<file path="config.mk">
export PLATFORM = sky130hd
export DESIGN_NAME = pcss_link_bridge
export DESIGN_NICKNAME = d
export VERILOG_FILES = /design/src/rtl/pcss_inf_pkg.sv /design/src/rtl/pcss_tik_gen.sv /design/src/rtl/pcss_link_bridge.sv
export SDC_FILE = /design/constraint.sdc
export NUM_CORES = 1
export LEC_CHECK = 0
export CELL_PAD_IN_SITES_DETAIL_PLACEMENT = 1
export CELL_PAD_IN_SITES_GLOBAL_PLACEMENT = 1
export CORE_AREA = 2 2 168 153
export CTS_CLUSTER_SIZE = 8
export DETAILED_ROUTE_END_ITERATION = 7
export DIE_AREA = 0 0 170 155
export PLACE_DENSITY_LB_ADDON = 0.1
export SLEW_MARGIN = 25
export SYNTH_ARGS = -nofsm -noshare
export SYNTH_HDL_FRONTEND = slang
export SYNTH_SLANG_ARGS = --single-unit
</file>
<file path="constraint.sdc">
create_clock -name clk -period 8.4 [get_ports clk]
set_input_delay 0.84 -clock clk [delete_from_list [all_inputs] [get_ports clk]]
set_output_delay 0.84 -clock clk [all_outputs]
set_load 0.01 [all_outputs]
</file>
<file path="src/rtl/pcss_inf_pkg.sv">
// Shared types and helpers for the PCSS link bridge.
//   calc_ratio  : host words per link flit count
//   calc_idx_w  : flit index register width
//   send_state_e: send FSM states
//   even_par    : even parity of a (zero-extended) flit
package pcss_inf_pkg;

    localparam int unsigned PAR_MAX_W = 256;

    typedef enum logic [0:0] {
        ST_IDLE = 1'b0,
        ST_SEND = 1'b1
    } send_state_e;

    function automatic int unsigned calc_ratio(input int unsigned data_w, input int unsigned flit_w);
        return data_w / flit_w;
    endfunction

    function automatic int unsigned calc_idx_w(input int unsigned ratio);
        return (ratio > 1) ? $clog2(ratio) : 1;
    endfunction

    // Zero-extension does not change parity, so one wide argument serves any flit width.
    function automatic logic even_par(input logic [PAR_MAX_W-1:0] d);
        return ^d;
    endfunction

endpackage

</file>
<file path="src/rtl/pcss_tik_gen.sv">
// Programmable time-step pulse generator.
//   clk, rst       : clock, async active-high reset
//   tik_en_i       : enable; low clears the phase counter and holds tik_cnt_o
//   tik_period_i   : cycles per tik, 0 disables pulses
//   tik_o          : one-cycle pulse every tik_period_i cycles
//   tik_cnt_o      : number of pulses issued, wraps
module pcss_tik_gen #(
    parameter int unsigned TIK_PERIOD_W = 16,
    parameter int unsigned TIK_CNT_W    = 8
) (
    input  logic                    clk,
    input  logic                    rst,
    input  logic                    tik_en_i,
    input  logic [TIK_PERIOD_W-1:0] tik_period_i,
    output logic                    tik_o,
    output logic [TIK_CNT_W-1:0]    tik_cnt_o
);

    logic [TIK_PERIOD_W-1:0] cnt_q, cnt_d;
    logic                    tik_q, tik_d;
    logic [TIK_CNT_W-1:0]    tik_cnt_q, tik_cnt_d;

    // Using >= lets a period shrunk below the current phase fire on the next cycle.
    always_comb begin
        cnt_d     = '0;
        tik_d     = 1'b0;
        tik_cnt_d = tik_cnt_q;
        if (tik_en_i && (tik_period_i != '0)) begin
            if (cnt_q >= (tik_period_i - TIK_PERIOD_W'(1))) begin
                tik_d     = 1'b1;
                tik_cnt_d = tik_cnt_q + TIK_CNT_W'(1);
            end else begin
                cnt_d = cnt_q + TIK_PERIOD_W'(1);
            end
        end
    end

    always_ff @(posedge clk or posedge rst) begin
        if (rst) begin
            cnt_q     <= '0;
            tik_q     <= 1'b0;
            tik_cnt_q <= '0;
        end else begin
            cnt_q     <= cnt_d;
            tik_q     <= tik_d;
            tik_cnt_q <= tik_cnt_d;
        end
    end

    assign tik_o     = tik_q;
    assign tik_cnt_o = tik_cnt_q;

endmodule

</file>
<file path="src/rtl/pcss_link_bridge.sv">
// Bridge between a host AXI-stream pair and one PCSS chip link port.
//   s_axis_*        : host words to send, split MSB-slice first into flits
//   send_data_*     : flits to chip with even parity; err+ready forces a resend
//   recv_data_*     : flits from chip, parity-checked and reassembled
//   m_axis_*        : reassembled host words, tlast marks an all-ones word
//   tik_*           : programmable time-step pulse and its wrap counter
//   err_cnt         : saturating count of send retries
module pcss_link_bridge
    import pcss_inf_pkg::*;
#(
    parameter int unsigned DATA_WIDTH     = 64,
    parameter int unsigned CHIPDATA_WIDTH = 16,
    parameter int unsigned TIK_PERIOD_W   = 16,
    parameter int unsigned TIK_CNT_W      = 8,
    parameter int unsigned ERR_CNT_W      = 8
) (
    input  logic                      clk,
    input  logic                      rst,
    input  logic [DATA_WIDTH-1:0]     s_axis_tdata,
    input  logic                      s_axis_tvalid,
    output logic                      s_axis_tready,
    output logic [DATA_WIDTH-1:0]     m_axis_tdata,
    output logic                      m_axis_tvalid,
    output logic                      m_axis_tlast,
    input  logic                      m_axis_tready,
    output logic [CHIPDATA_WIDTH-1:0] send_data_out,
    output logic                      send_data_valid,
    output logic                      send_data_par,
    input  logic                      send_data_ready,
    input  logic                      send_data_err,
    input  logic [CHIPDATA_WIDTH-1:0] recv_data_in,
    input  logic                      recv_data_valid,
    input  logic                      recv_data_par,
    output logic                      recv_data_ready,
    output logic                      recv_data_err,
    input  logic                      tik_en,
    input  logic [TIK_PERIOD_W-1:0]   tik_period,
    output logic                      tik,
    output logic [TIK_CNT_W-1:0]      tik_cnt,
    output logic [ERR_CNT_W-1:0]      err_cnt
);

    localparam int unsigned RATIO = calc_ratio(DATA_WIDTH, CHIPDATA_WIDTH);
    localparam int unsigned IDX_W = calc_idx_w(RATIO);
    localparam logic [IDX_W-1:0] LAST_IDX = IDX_W'(RATIO - 1);

    // ---------------- send path ----------------
    send_state_e            state_q, state_d;
    logic [DATA_WIDTH-1:0]  tx_sh_q, tx_sh_d;
    logic [IDX_W-1:0]       tx_idx_q, tx_idx_d;
    logic [ERR_CNT_W-1:0]   err_cnt_q, err_cnt_d;
    logic                   tx_fire_c, tx_retry_c;

    assign tx_fire_c  = (state_q == ST_SEND) && send_data_ready && !send_data_err;
    assign tx_retry_c = (state_q == ST_SEND) && send_data_ready &&  send_data_err;

    // Send FSM state register
    always_ff @(posedge clk or posedge rst) begin
        if (rst) state_q <= ST_IDLE;
        else     state_q <= state_d;
    end

    // Send FSM next state
    always_comb begin
        state_d = state_q;
        case (state_q)
            ST_IDLE: if (s_axis_tvalid) state_d = ST_SEND;
            ST_SEND: if (tx_fire_c && (tx_idx_q == LAST_IDX)) state_d = ST_IDLE;
            default: state_d = ST_IDLE;
        endcase
    end

    // Send FSM outputs
    always_comb begin
        s_axis_tready   = 1'b0;
        send_data_valid = 1'b0;
        case (state_q)
            ST_IDLE: s_axis_tready   = 1'b1;
            ST_SEND: send_data_valid = 1'b1;
            default: ;
        endcase
    end

    // Send datapath: the current flit is always the top slice of the shift register
    always_comb begin
        tx_sh_d   = tx_sh_q;
        tx_idx_d  = tx_idx_q;
        err_cnt_d = err_cnt_q;
        if ((state_q == ST_IDLE) && s_axis_tvalid) begin
            tx_sh_d  = s_axis_tdata;
            tx_idx_d = '0;
        end
        if (tx_fire_c) begin
            tx_sh_d  = tx_sh_q << CHIPDATA_WIDTH;
            tx_idx_d = tx_idx_q + IDX_W'(1);
        end
        if (tx_retry_c && (err_cnt_q != '1)) begin
            err_cnt_d = err_cnt_q + ERR_CNT_W'(1);
        end
    end

    always_ff @(posedge clk or posedge rst) begin
        if (rst) begin
            tx_sh_q   <= '0;
            tx_idx_q  <= '0;
            err_cnt_q <= '0;
        end else begin
            tx_sh_q   <= tx_sh_d;
            tx_idx_q  <= tx_idx_d;
            err_cnt_q <= err_cnt_d;
        end
    end

    assign send_data_out = tx_sh_q[DATA_WIDTH-1 -: CHIPDATA_WIDTH];
    assign send_data_par = even_par(PAR_MAX_W'(send_data_out));
    assign err_cnt       = err_cnt_q;

    // ---------------- receive path ----------------
    logic [IDX_W-1:0]      rx_idx_q, rx_idx_d;
    logic [DATA_WIDTH-1:0] rx_asm_q, rx_asm_d;
    logic [DATA_WIDTH-1:0] out_q, out_d;
    logic                  out_valid_q, out_valid_d;
    logic                  out_last_q, out_last_d;
    logic                  rx_err_q, rx_err_d;
    logic                  rx_accept_c, rx_par_bad_c;
    logic [DATA_WIDTH-1:0] rx_asm_next_c;

    // Only the completing flit needs a free output register; earlier flits always flow.
    assign recv_data_ready = !((rx_idx_q == LAST_IDX) && out_valid_q);
    assign rx_accept_c     = recv_data_valid && recv_data_ready;
    assign rx_par_bad_c    = even_par(PAR_MAX_W'(recv_data_in)) != recv_data_par;
    assign rx_asm_next_c   = (rx_asm_q << CHIPDATA_WIDTH) | DATA_WIDTH'(recv_data_in);

    always_comb begin
        rx_idx_d    = rx_idx_q;
        rx_asm_d    = rx_asm_q;
        out_d       = out_q;
        out_valid_d = out_valid_q;
        out_last_d  = out_last_q;
        rx_err_d    = 1'b0;
        if (out_valid_q && m_axis_tready) out_valid_d = 1'b0;
        if (rx_accept_c) begin
            if (rx_par_bad_c) begin
                rx_err_d = 1'b1;
            end else begin
                rx_asm_d = rx_asm_next_c;
                if (rx_idx_q == LAST_IDX) begin
                    out_d       = rx_asm_next_c;
                    out_valid_d = 1'b1;
                    out_last_d  = &rx_asm_next_c;
                    rx_idx_d    = '0;
                end else begin
                    rx_idx_d = rx_idx_q + IDX_W'(1);
                end
            end
        end
    end

    always_ff @(posedge clk or posedge rst) begin
        if (rst) begin
            rx_idx_q    <= '0;
            rx_asm_q    <= '0;
            out_q       <= '0;
            out_valid_q <= 1'b0;
            out_last_q  <= 1'b0;
            rx_err_q    <= 1'b0;
        end else begin
            rx_idx_q    <= rx_idx_d;
            rx_asm_q    <= rx_asm_d;
            out_q       <= out_d;
            out_valid_q <= out_valid_d;
            out_last_q  <= out_last_d;
            rx_err_q    <= rx_err_d;
        end
    end

    assign m_axis_tdata  = out_q;
    assign m_axis_tvalid = out_valid_q;
    assign m_axis_tlast  = out_last_q;
    assign recv_data_err = rx_err_q;

    // ---------------- tik generator ----------------
    pcss_tik_gen #(
        .TIK_PERIOD_W (TIK_PERIOD_W),
        .TIK_CNT_W    (TIK_CNT_W)
    ) u_tik_gen (
        .clk          (clk),
        .rst          (rst),
        .tik_en_i     (tik_en),
        .tik_period_i (tik_period),
        .tik_o        (tik),
        .tik_cnt_o    (tik_cnt)
    );

endmodule

</file>
==> summary.txt, run 1 <==
top-area cell type share of the netlist area: 55.90%
WL/cell: 18.86 microns
combinational group share of total power: 34.9%
Final Util: 51.92%
Critical Path Fanout Max: 9
power density cells: 349.1 mW/mm^2
cts hold-fix bufs: 0
1st-pass router iterations: 4
Worst EP required: 8.83 ns
setup TNS: 0 ns
CTS Buf Count: 31
fin. max-slew vios: 0
fin crit period: 3.853 ns
Area Growth Syn to Fin: 32.42%
final WL: 25.33 mm
RePlAce Congestion: 0.7690
die outline height: 155 microns
Startpoint Class: input pin
IO Port Bufs: 208
CTS tree: built
Synth area leader: dfrtp_1
sw frac: 31.86%
final hold vios: 0
total chip power: 4491 uW
Worst slew margin: 42.59%
global route total overflow: 0
Worst Skew: 0.01247 ns
layout cells sized above 1: 13.33%
GRT Resource Usage Total: 19.52%
fin crit share: 45.87%
Syn Inst Count: 829
Internal: 3060 uW
leading cell type in the layout, fill and taps excluded: dfrtp_1
Vias/cell: 5.130
CTS Buffer Depth: 3
register area: 0.005430 sq mm
die area: 0.02635 sq mm
Synth async-reset ratio: 100.0%
hold crit path type: reg -> reg
Iter 0 DRT Violations: 381
critical path class: in -> reg
Hold Path Cell Cnt: 2
Layout fillers: 2588
setup repair bufs after CTS: 0
Mapped Avg Cell Area: 11.72 sq um
Crit path largest cell delay: 0.47 ns
die width: 170 microns
Leak: 0.005676 uW
Max Clock Freq: 259.5 MHz
final setup fails: 0
clk sinks: 217
status: finished clean
ys flop type: dfrtp_1
synth unique cells: 40
first-pass GRT wire length: 40.67 mm
part of the power in the clock network: 24.1%
clock root cell: clkbuf_16
#FFs+latches synth: 217
Initial Utilization: 39.21%
DRC viols: 0
R2R cell count: 7
Final nets: 1162
CP cell instances: clkdlybuf4s50_1 > or3_1 > nor4_1 > nand2_1 > nor3_1 > xnor2_1 > ha_1 > a21oi_1 > nor2_1 > a311oi_1 > a31o_2 > mux2_2
WHS Endpoint: tx_sh_q[17]
htree depth: 1
clk_lat worst skew: 0.55 ns
Hold Path Origin: tx_sh_q[17]
Switch Pwr: 1431 uW
commonest cells after routing, fill and taps aside: 217 x dfrtp_1, 208 x clkdlybuf4s50_1, 155 x nand2_1
Mapped Nets: 964
Placeable Area: 0.02477 sq mm
# IOs: 209
Critical R2R Launch: rx_idx_q[0]
reg2reg setup slack: 5.56 ns
nature of the critical path endpoint: flip-flop
post-detail-place hpwl: 17.32 mm
Seq/Total Area, Yosys: 55.90%
Reg power frac: 41.0%
maximum vdd drop: 0.0001799 V
multi-input combinational cell area: 0.004004 sq mm
Synth area leaders: dfrtp_1 56%, mux2_2 10%, nand2_1 6.0%, ha_1 3.9%, a22oi_1 3.8%
PostCTS Resize Cnt: 0
Routed Antenna Nets: 0
Vias: 6889
row count: 55
clock transition at the registers of the reported paths: 0.05 ns
Tightest Pin Transition: 0.8581 ns
CP Launch Point: tik_period[3]
initial antenna violation count: 2
CP max stage cell: clkdlybuf4s50_1
largest net degree at the start of global routing: 140
max cap viols: 0
EDFF count, synth: 0
Synth warnings: 0
WP data arrival: 4.28 ns
RSZ-0062 raised after global routing: false
vias in the first global route: 7329
Critical R2R Capture: m_axis_tdata[16]
mapped cell area: 0.009714 sq mm
-- sequential cells by signal, indices dropped and copies added, names as in the netlist --
register,count
rx_idx_q,2
recv_data_err,1
u_tik_gen.tik_o,1
m_axis_tlast,1
rx_asm_q,48
u_tik_gen.cnt_q,16
m_axis_tvalid,1
tx_sh_q,64
tx_idx_q,2
err_cnt,8
state_q,1
u_tik_gen.tik_cnt_o,8
m_axis_tdata,64
-- kinds of logic after synthesis --
logic type               synth area share (%)
multiplexers                            13.79
flip-flops                              55.90
adder cells (fa/ha/maj)                 3.864
XOR/XNOR                                5.886
buffers and inverters                   3.117
AO/OA/AOI/OAI                           5.964
AND/OR/NAND/NOR                         11.48
-- power groups by stage --
| stage | Combinational [uW] | Clock [uW] | Sequential (uW) |
|---|---|---|---|
| finish | 1570 | 1080 | 1840 |
| global route | 1710 | 1160 | 1900 |
| CTS | 1600 | 1110 | 1850 |
| detailed placement | 1580 | 0 | 1860 |
| global placement | 1530 | 0 | 1850 |
| floorplan | 848 | 0 | 1810 |
-- layer usage --
| metal | GRT usage [%] | wire [microns] | vias to the layer above |
|---|---|---|---|
| met5 | 0 | 0 | - |
| met4 | 5.495 | 676 | 0 |
| met3 | 3.409 | 1086 | 43 |
| met2 | 30.71 | 11490 | 157 |
| met1 | 27.91 | 12080 | 3440 |
| li1 | - | - | 3249 |
-- cells in the mapped netlist (all sizes together), types with 18 or more instances --
library cell / number
xnor2: 35
nand2: 156
a21oi: 20
a22oi: 49
ha: 30
nor2: 37
mux2: 117
buf: 32
dfrtp: 217
clkbuf: 18
nand4: 21
xor2: 25
-- how the worst max path moves through the flow --
stage                                   to  slack [ns]  cells after the start
finish              u_tik_gen.tik_cnt_o[1]        4.55                     12
global placement    u_tik_gen.tik_cnt_o[1]        4.04                     12
CTS                 u_tik_gen.tik_cnt_o[1]        4.54                     12
global route           u_tik_gen.cnt_q[10]        4.20                     13
floorplan                       err_cnt[0]        1.62                      1
detailed placement  u_tik_gen.tik_cnt_o[1]        3.97                     12
-- worst max-delay path, delay by kind of cell --
kind            cells  cell delay (ns)
buf+inv             1             0.47
simple gates        5             1.24
compound gates      3             0.93
fa+ha+maj           1             0.28
xor+xnor            1             0.15
mux                 1             0.37
-- stage by stage --
step	hold slack [ns]	cells	instance area, sq um	worst slack [ns]
after floorplan	0.4468	829	9714	1.624
after global placement	0.4591	1305	11990	4.036
after detailed placement	0.4640	1307	12040	3.971
after CTS	0.4771	1341	12850	4.538
after global routing	0.5005	1343	12860	4.195
final	0.4725	1343	12860	4.547
-- final cells by class --
class / count / area share (%)
Sequential cell: 217 / 42.21
Clock inverter: 2 / 0.2237
Inverter: 9 / 0.3599
Clock buffer: 32 / 6.060
Timing Repair Buffer: 215 / 16.93
Antenna cell: 2 / 0.03891
Multi-Input combinational cell: 553 / 31.13
Tap cell: 313 / 3.044
(Power assumes the default switching activity.)
==> inputs of run 2 (changes only) <==
CORE_AREA = 2 2 177 161   (was 2 2 168 153)
DIE_AREA = 0 0 179 163   (was 0 0 170 155)
clock period = 3.4 ns   (was 8.4 ns; I/O delays follow)
==> summary.txt, run 2 (synthesis gave the netlist of run 1 again) <==
Hold WS: 0.3328 ns
Final Util: 47.87%
Worst EP required: 3.83 ns
Tightest Pin Transition: 0.7786 ns
CTS Buf Count: 31
Vias: 6925
setup repair bufs after CTS: 0
clk_lat worst skew: 0.55 ns
DRC viols: 0
CTS tree: built
final WL: 26.26 mm
Critical Path Fanout Max: 5
Area Growth Syn to Fin: 35.54%
1st-pass router iterations: 4
die area: 0.02918 sq mm
die width: 179 microns
Initial Utilization: 35.32%
commonest cells after routing, fill and taps aside: 217 x dfrtp_1, 208 x clkdlybuf4s50_1, 155 x nand2_1
Leak: 0.005807 uW
Iter 0 DRT Violations: 330
vias in the first global route: 7316
htree depth: 1
global route total overflow: 0
PostCTS Resize Cnt: 0
fin worst setup slack: 0.2874 ns
fin crit share: 91.55%
Layout fillers: 2881
initial antenna violation count: 0
setup TNS: 0 ns
clock transition at the registers of the reported paths: 0.05 ns
WP data arrival: 3.54 ns
CTS Buffer Depth: 3
leading cell type in the layout, fill and taps excluded: dfrtp_1
power density cells: 847.0 mW/mm^2
RSZ-0062 raised after global routing: false
final hold vios: 0
GRT Resource Usage Total: 18.09%
Worst Skew: 0.01352 ns
row count: 58
critical path class: in -> reg
hold crit path type: in -> reg
Max Clock Freq: 321.3 MHz
nature of the critical path endpoint: flip-flop
max cap viols: 0
fin. max-slew vios: 0
die outline height: 163 microns
clock root cell: clkbuf_16
DP Worst Slack: -0.2884 ns
non-filler instance count after layout: 1412
clk sinks: 217
WL/cell: 18.60 microns
R2R cell count: 7
Routed Antenna Nets: 0
first-pass GRT wire length: 41.06 mm
post-detail-place hpwl: 18.35 mm
cts hold-fix bufs: 0
Ant. Diodes: 0
Worst slew margin: 48.09%
layout cells sized above 1: 15.59%
Hold Path Cell Cnt: 3
final setup fails: 0
fin crit period: 3.113 ns
placed insts: 1378
RePlAce Congestion: 0.7667
Final nets: 1186
# IOs: 209
maximum vdd drop: 0.0005495 V
status: finished clean
Vias/cell: 4.904
largest net degree at the start of global routing: 137
IO Port Bufs: 208
Placeable Area: 0.02750 sq mm
Startpoint Class: input pin
==> run 2: cell types whose count changed in the layout (fill, tap and decap cells not counted), moves of 2 or more <==
| cell | previous run | this run |
|---|---|---|
| buf_4 | 4 | 23 |
| diode_2 | 2 | 0 |
| buf_16 | 2 | 0 |
| clkinvlp_4 | 0 | 2 |
| buf_12 | 0 | 8 |
==> run 2: metrics by stage <==
step	total power (uW)	cell area [sq um]
global placement	8456	12340
detailed placement	8548	12340
global route	11870	13170
floorplan	6561	9718
CTS	11330	13150
finish	11150	13170
==> run 2: area by class of cell <==
cell class	instances	area (sq um)	share of cell area, %
Clock buffer	32	789.5	5.996
Clock inverter	2	27.53	0.2091
Inverter	9	37.54	0.2851
Multi-Input combinational cell	553	4016	30.50
Sequential cell	217	5430	41.24
Tap cell	360	450.4	3.421
Timing Repair Buffer	239	2415	18.34
==> run 2: worst max-delay path, cell delays in order <==
cell and delay [ns]:
clkdlybuf4s50_1 0.42, or3_1 0.42, nor4_1 0.19, buf_4 0.17
nand2_1 0.06, nor3_1 0.18, xnor2_1 0.15, ha_1 0.29
a21oi_1 0.20, nor2_1 0.08, a311oi_2 0.29, a31o_2 0.38
mux2_2 0.37
==> run 2: path summary, 6_finish.rpt <==
| path | startpoint | endpoint | slack (ns) |
|---|---|---|---|
| setup / recovery | tik_period[4] | u_tik_gen.tik_cnt_o[1] | 0.29 |
| hold / removal | s_axis_tdata[8] | tx_sh_q[8] | 0.33 |
| setup reg to reg | u_tik_gen.cnt_q[0] | u_tik_gen.tik_cnt_o[1] | 1.11 |
| hold reg to reg | tx_sh_q[17] | tx_sh_q[17] | 0.47 |
| max in group asynchronous | rst | rx_asm_q[33] | 2.36 |
| min in group asynchronous | rst | err_cnt[0] | 0.38 |
==> run 2: metal layers <==
metal / global-route usage (%) / wire, microns / up-vias
li1: - / - / 3300
met1: 26.37 / 12570 / 3435
met2: 27.29 / 11640 / 148
met3: 4.202 / 1526 / 42
met4: 4.102 / 527 / 0
met5: 0 / 0 / -
==> run 2: power breakdown <==
group          switching, uW  internal, uW  leakage [uW]
Combinational           1610          2310       0.00268
Sequential               879          3670       0.00273
Clock                   1070          1620      0.000399
